## config.mk

```make
export PLATFORM = sky130hd
export DESIGN_NAME = channel_error_injector_flat
export DESIGN_NICKNAME = d
export VERILOG_FILES = /design/src/rtl/chan_pkg.sv /design/src/rtl/channel_error_injector_if.sv /design/src/rtl/chan_lfsr.sv /design/src/rtl/channel_error_injector.sv /design/src/flat_wrapper.sv
export SDC_FILE = /design/constraint.sdc
export NUM_CORES = 1
export LEC_CHECK = 0
export CELL_PAD_IN_SITES_DETAIL_PLACEMENT = 0
export CELL_PAD_IN_SITES_GLOBAL_PLACEMENT = 1
export CORE_AREA = 2 2 110 112
export DETAILED_ROUTE_END_ITERATION = 12
export DIE_AREA = 0 0 112 114
export GPL_ROUTABILITY_DRIVEN = 0
export PLACE_DENSITY_LB_ADDON = 0.1
export SETUP_SLACK_MARGIN = 0.5
export SKIP_LAST_GASP = 1
export SLEW_MARGIN = 10
export SYNTH_ARGS = -nofsm -noshare
export SYNTH_HDL_FRONTEND = slang
export SYNTH_SLANG_ARGS = --single-unit
```

## constraint.sdc

```tcl
create_clock -name clk -period 3.2 [get_ports clk]
set_input_delay 0.96 -clock clk [delete_from_list [all_inputs] [get_ports clk]]
set_output_delay 0.96 -clock clk [all_outputs]
set_load 0.01 [all_outputs]
```

## src/rtl/chan_pkg.sv

```systemverilog
// chan_pkg: shared types, constants and helpers for the corrupting channel
package chan_pkg;
  typedef enum logic [0:0] {IDLE = 1'b0, BURST = 1'b1} chan_state_t;
  typedef enum logic [1:0] {MODE_NONE, MODE_B0, MODE_B1, MODE_BOTH} chan_mode_t;
  localparam logic [15:0] LFSR_SEED = 16'hACE1;
  localparam logic [15:0] LFSR_TAPS = 16'h002D;
  localparam logic [31:0] CNT_MAX = 32'hFFFF_FFFF;
  function automatic logic [1:0] popcount2(input logic [1:0] m);
    return {1'b0, m[1]} + {1'b0, m[0]};
  endfunction
endpackage

```

## src/rtl/channel_error_injector_if.sv

```systemverilog
// channel_error_injector_if: symbol stream into and out of the corrupting channel
interface channel_error_injector_if;
  logic       enable_i;
  logic [1:0] d_in;
  logic       valid_o;
  logic [1:0] d_out;
  logic [1:0] err_mask_o;
  modport master(output enable_i, d_in, input valid_o, d_out, err_mask_o);
  modport slave(input enable_i, d_in, output valid_o, d_out, err_mask_o);
endinterface

```

## src/rtl/chan_lfsr.sv

```systemverilog
// chan_lfsr: 16-bit Fibonacci LFSR x^16+x^14+x^13+x^11+1, steps when adv_i is high
module chan_lfsr
  import chan_pkg::*;
(
  input  logic        clk,
  input  logic        rst,
  input  logic        adv_i,
  output logic [15:0] state_o
);
  always_ff @(posedge clk or negedge rst)
    if (!rst) state_o <= LFSR_SEED;
    else if (adv_i) state_o <= {^(state_o & LFSR_TAPS), state_o[15:1]};
endmodule

```

## src/rtl/channel_error_injector.sv

```systemverilog
// channel_error_injector: registered 2-bit channel that flips bits in periodic bursts
// Define CHAN_LFSR_EN to draw the mode-11 mask from a seeded LFSR instead of flipping both bits.
module channel_error_injector
  import chan_pkg::*;
#(
  parameter int N           = 5,
  parameter int BURST_LEN   = 2,
  parameter int STAT_WINDOW = 256
) (
  input  logic        clk,
  input  logic        rst,
  input  logic        inj_en_i,
  input  logic [1:0]  mode_i,
  channel_error_injector_if.slave sym,
  output logic [31:0] word_ct_o,
  output logic [31:0] bad_bit_ct_o
);
  localparam int PERIOD = 2 ** N;
  localparam int PW = (N > 0) ? N : 1;
  localparam int BW = $clog2(BURST_LEN + 1);
  localparam logic [PW-1:0] PLAST = PW'(PERIOD - 1);
  localparam logic [BW-1:0] BLAST = BW'(BURST_LEN);
  chan_state_t   state;
  logic [PW-1:0] pcnt;
  logic [BW-1:0] bcnt, bnext;
  logic          start, corrupt;
  logic [1:0]    both_mask, mask;
  logic [32:0]   bad_sum;
`ifdef CHAN_LFSR_EN
  logic [15:0] lfsr;
  chan_lfsr u_lfsr (.clk(clk), .rst(rst), .adv_i(sym.enable_i), .state_o(lfsr));
  assign both_mask = (lfsr[1:0] == 2'b00) ? 2'b01 : lfsr[1:0];
`else
  assign both_mask = 2'b11;
`endif
  always_comb begin
    start   = (state == IDLE) && (pcnt == PLAST) && inj_en_i;
    corrupt = inj_en_i && ((state == BURST) || start);
    bnext   = (state == IDLE) ? BW'(1) : bcnt + BW'(1);
    mask    = !corrupt ? 2'b00 : (mode_i == MODE_BOTH) ? both_mask : mode_i;
    bad_sum = {1'b0, bad_bit_ct_o} + 33'(popcount2(mask));
  end
  // burst bookkeeping only moves on valid symbols; dropping inj_en_i abandons it at once
  always_ff @(posedge clk or negedge rst)
    if (!rst) begin
      state          <= IDLE;
      pcnt           <= '0;
      bcnt           <= '0;
      sym.valid_o    <= 1'b0;
      sym.d_out      <= 2'b00;
      sym.err_mask_o <= 2'b00;
      word_ct_o      <= '0;
      bad_bit_ct_o   <= '0;
    end else begin
      sym.valid_o <= sym.enable_i;
      if (!inj_en_i) begin
        state <= IDLE;
        bcnt  <= '0;
      end else if (sym.enable_i && corrupt) begin
        state <= (bnext == BLAST) ? IDLE : BURST;
        bcnt  <= (bnext == BLAST) ? '0 : bnext;
      end
      if (sym.enable_i) begin
        pcnt           <= (pcnt == PLAST) ? '0 : pcnt + PW'(1);
        sym.d_out      <= sym.d_in ^ mask;
        sym.err_mask_o <= mask;
        word_ct_o      <= (word_ct_o == CNT_MAX) ? CNT_MAX : word_ct_o + 32'd1;
        if (word_ct_o < 32'(STAT_WINDOW)) bad_bit_ct_o <= bad_sum[32] ? CNT_MAX : bad_sum[31:0];
      end
    end
endmodule
```

## src/flat_wrapper.sv

```systemverilog
// flat-port wrapper written by rule: the top's interface ports become plain ports
module channel_error_injector_flat import chan_pkg::*;
#(
  parameter int N           = 5,
  parameter int BURST_LEN   = 2,
  parameter int STAT_WINDOW = 256
)
  (clk, rst, inj_en_i, mode_i, word_ct_o, bad_bit_ct_o, sym_enable_i, sym_d_in, sym_valid_o, sym_d_out, sym_err_mask_o);
  channel_error_injector_if sym_i ();
  input  logic clk;
  input  logic rst;
  input  logic inj_en_i;
  input  logic [1:0] mode_i;
  output logic [31:0] word_ct_o;
  output logic [31:0] bad_bit_ct_o;
  input wire logic [$bits(sym_i.enable_i)-1:0] sym_enable_i;
  input wire logic [$bits(sym_i.d_in)-1:0] sym_d_in;
  output wire logic [$bits(sym_i.valid_o)-1:0] sym_valid_o;
  output wire logic [$bits(sym_i.d_out)-1:0] sym_d_out;
  output wire logic [$bits(sym_i.err_mask_o)-1:0] sym_err_mask_o;
  assign sym_i.enable_i = sym_enable_i;
  assign sym_i.d_in = sym_d_in;
  assign sym_valid_o = sym_i.valid_o;
  assign sym_d_out = sym_i.d_out;
  assign sym_err_mask_o = sym_i.err_mask_o;
  channel_error_injector #(.N(N), .BURST_LEN(BURST_LEN), .STAT_WINDOW(STAT_WINDOW)) u_core (.clk(clk), .rst(rst), .inj_en_i(inj_en_i), .mode_i(mode_i), .sym(sym_i), .word_ct_o(word_ct_o), .bad_bit_ct_o(bad_bit_ct_o));
endmodule
```

==> flow_summary.yaml <==
outcome:
  outcome: "finished clean"
sta:
  fin_crit_ps: 3100
  fin_crit_sh_pct: 96.8
  relSlewSlack_pct: 59.8
  timing.fmax_mhz: 323
  fin_skew_ps: 6.52
  tightest_slew_ps: 604
  hold_viol: 0
  finalSetupViolCount: 0
  slew_violations: 0
  hold_slack_ps: 488
  rsz0062_at_grt: "true"
critical_path:
  worstPathArrival_ps: 3330
  worstPathRequired_ps: 3430
  crit_path_max_fanout: 6
  critPathLaunchType: "register"
  end_kind: "register"
  path_class: "reg2reg"
clock_network:
  clock_path_buffers: 2
  cts_tree: "done"
  cts_hold_buffers: 0
  numCtsBuffers: 9
  htree_levels: 3
  root_buffer: "clkbuf_16"
  clock_latency_ps: 340
  cts_sinks: 77
  clk_pin_slew_ps: 60
placement:
  detailed_place_hpwl_um: 7740
  port_buffers: 76
logic_synthesis:
  synth-seq-cells: 77
  async_flop_share_pct: 100
  seq_area_frac_synth_pct: 47.5
  synthCells: 427
  synth_edf_count: 0
  yosysWarnings: 0
  ys_types: 50
  syn_nets: 440
  syn_avg_cell_area_um2: 9.51
  synth-main-ff-cell: "dfrtp_1"
  netlist_area_mm2: 0.00406
global_routing:
  grt_pass1_vias: 3624
  grt_util_all_layers_pct: 18.3
  grt-ovfl-total: 0
  antenna_found_initial: 0
  grt_max_degree: 47
  grt_pass1_wl_um: 18600
floorplanning:
  rows: 40
  die_x_um: 112
  die_y_um: 114
  start_util_pct: 34.7
  io_pins: 77
  dieArea_mm2: 0.0128
  coreArea_mm2: 0.0117
cells_and_area:
  synthToLayoutAreaGrowth_pct: 41.6
  final_common_cell: "dfrtp_1"
  drive_gt1_share_pct: 17.1
  antennaDiodeCount: 0
  final_util_pct: 49.1
  nets: 558
  final_cell_mix: "dfrtp_1 (77), clkdlybuf4s50_1 (72), nand2_1 (64), buf_4 (39), nand3_1 (26)"
routing:
  first_pass_iters: 4
  ant_nets: 0
  vias_per_cell: 5.32
  drtIter0Drc: 229
  drcViolationCount: 0
  totalWireLength_um: 11200
  wl_per_cell_um: 16.1
  vias: 3706
hold_path:
  min_path_type: "reg2reg"
power:
  powerDensity_mw_per_mm2: 466
  irDropWorstVdd_mv: 0.480
  leakage_nw: 2.53
flow_run:
  max_cap_viol_count: 0
## cell families (layout without fill, tap and decap cells)
logic type               after synthesis  after routing  share of synthesized area [%]
AND/OR/NAND/NOR                      227            229                           30.5
flip-flops                            77             77                           47.5
AO/OA/AOI/OAI                         46             46                           6.84
XOR/XNOR                              34             34                           7.34
buffers and inverters                 24            145                           2.47
multiplexers                          14             14                           3.70
adder cells (fa/ha/maj)                5              5                           1.73
## path summary, 6_finish.rpt
check | from | endpoint | slack (ps) | depth (start not counted)
worst min-delay path | u_core.bcnt[1] | u_core.bcnt[1] | 490 | 2
max in group asynchronous | rst | u_core.word_ct_o[29] | 1880 | 2
min in group asynchronous | rst | u_core.bad_bit_ct_o[27] | 620 | 1
worst max register to register | u_core.pcnt[1] | u_core.bad_bit_ct_o[24] | 100 | 15
worst max-delay path | u_core.pcnt[1] | u_core.bad_bit_ct_o[24] | 100 | 15
worst min register to register | u_core.bcnt[1] | u_core.bcnt[1] | 490 | 2
## Yosys cell counts, types with 3 or more instances
cell type,instances,area share [%]
a21oi_1,16,2.0
a31oi_1,7,1.1
and2_1,4,0.62
and3_1,12,1.8
and4_1,10,2.2
clkbuf_1,10,0.92
dfrtp_1,77,47
ha_1,4,1.2
inv_1,11,1.0
mux2_2,8,2.2
mux2i_1,6,1.5
nand2_1,64,5.9
nand2b_1,3,0.46
nand3_1,30,3.7
nand4_1,22,3.4
nor2_1,26,2.4
nor3_1,11,1.4
nor4_1,15,2.3
o21ai_0,10,1.2
or3_1,7,1.1
or4_1,6,1.1
xnor2_1,19,4.1
xor2_1,15,3.2
## layer usage
metal | up-vias | global-route usage [%] | share of wire [%]
met5 | - | 0 | 0
met4 | 0 | 7.32 | 1.6
met3 | 11 | 3.67 | 4.6
met2 | 99 | 28.6 | 47
met1 | 1798 | 25.1 | 47
li1 | 1798 | - | -
## layout make-up
type / instances / area, um^2
clock buffers: 10 / 239
clock inverters: 6 / 86.3
fillers: 1135 / 5960
inverters: 11 / 41.3
multi-input cells: 328 / 2180
flip-flops and latches: 77 / 1930
well taps: 147 / 184
repair buffers: 118 / 1090
## registers in the layout, indices dropped and copies added, names as in the netlist
name,flops
u_core.bad_bit_ct_o,32
u_core.word_ct_o,32
u_core.pcnt,5
u_core.bcnt,2
u_core.sym.d_out,2
u_core.sym.err_mask_o,2
u_core.state,1
u_core.sym.valid_o,1
## per-stage QoR
step	cell area [um^2]	TNS [ps]	cells	worst slack, ps	power (mW)
3_5_place_dp	5260	-11200	668	-464	1.55
5_1_grt	5750	-294	697	-59.1	2.81
6_report	5750	0	697	101	2.68
2_1_floorplan	4150	0	427	137	1.35
3_3_place_gp	5260	-9810	668	-415	1.54
4_1_cts	5650	0	690	116	2.69
## worst max-delay path: stages, from the launching register on
cell and delay (ps):
dfrtp_1 350, ha_2 200, and3_4 190, ha_4 120, or2_4 140, nand3_4 70
fa_2 400, inv_2 90, ha_4 130, nand3_2 70, or4_4 450, nor3_4 270
buf_4 160, buf_6 100, and4_1 190, nor2_1 50
## what timing repair did
item	in CTS	in global routing
cloned	1	1
pin swaps	7	6
resized for setup	8	12
setup endpoints to repair	37	63
setup buffers	5	6
## where the power goes
part	total [mW]	internal, mW	switching [mW]
combinational	0.422	0.239	0.183
sequential	1.14	1.06	0.0882
clock	1.12	0.703	0.413
Note: power is estimated with default switching activity, not from simulation.
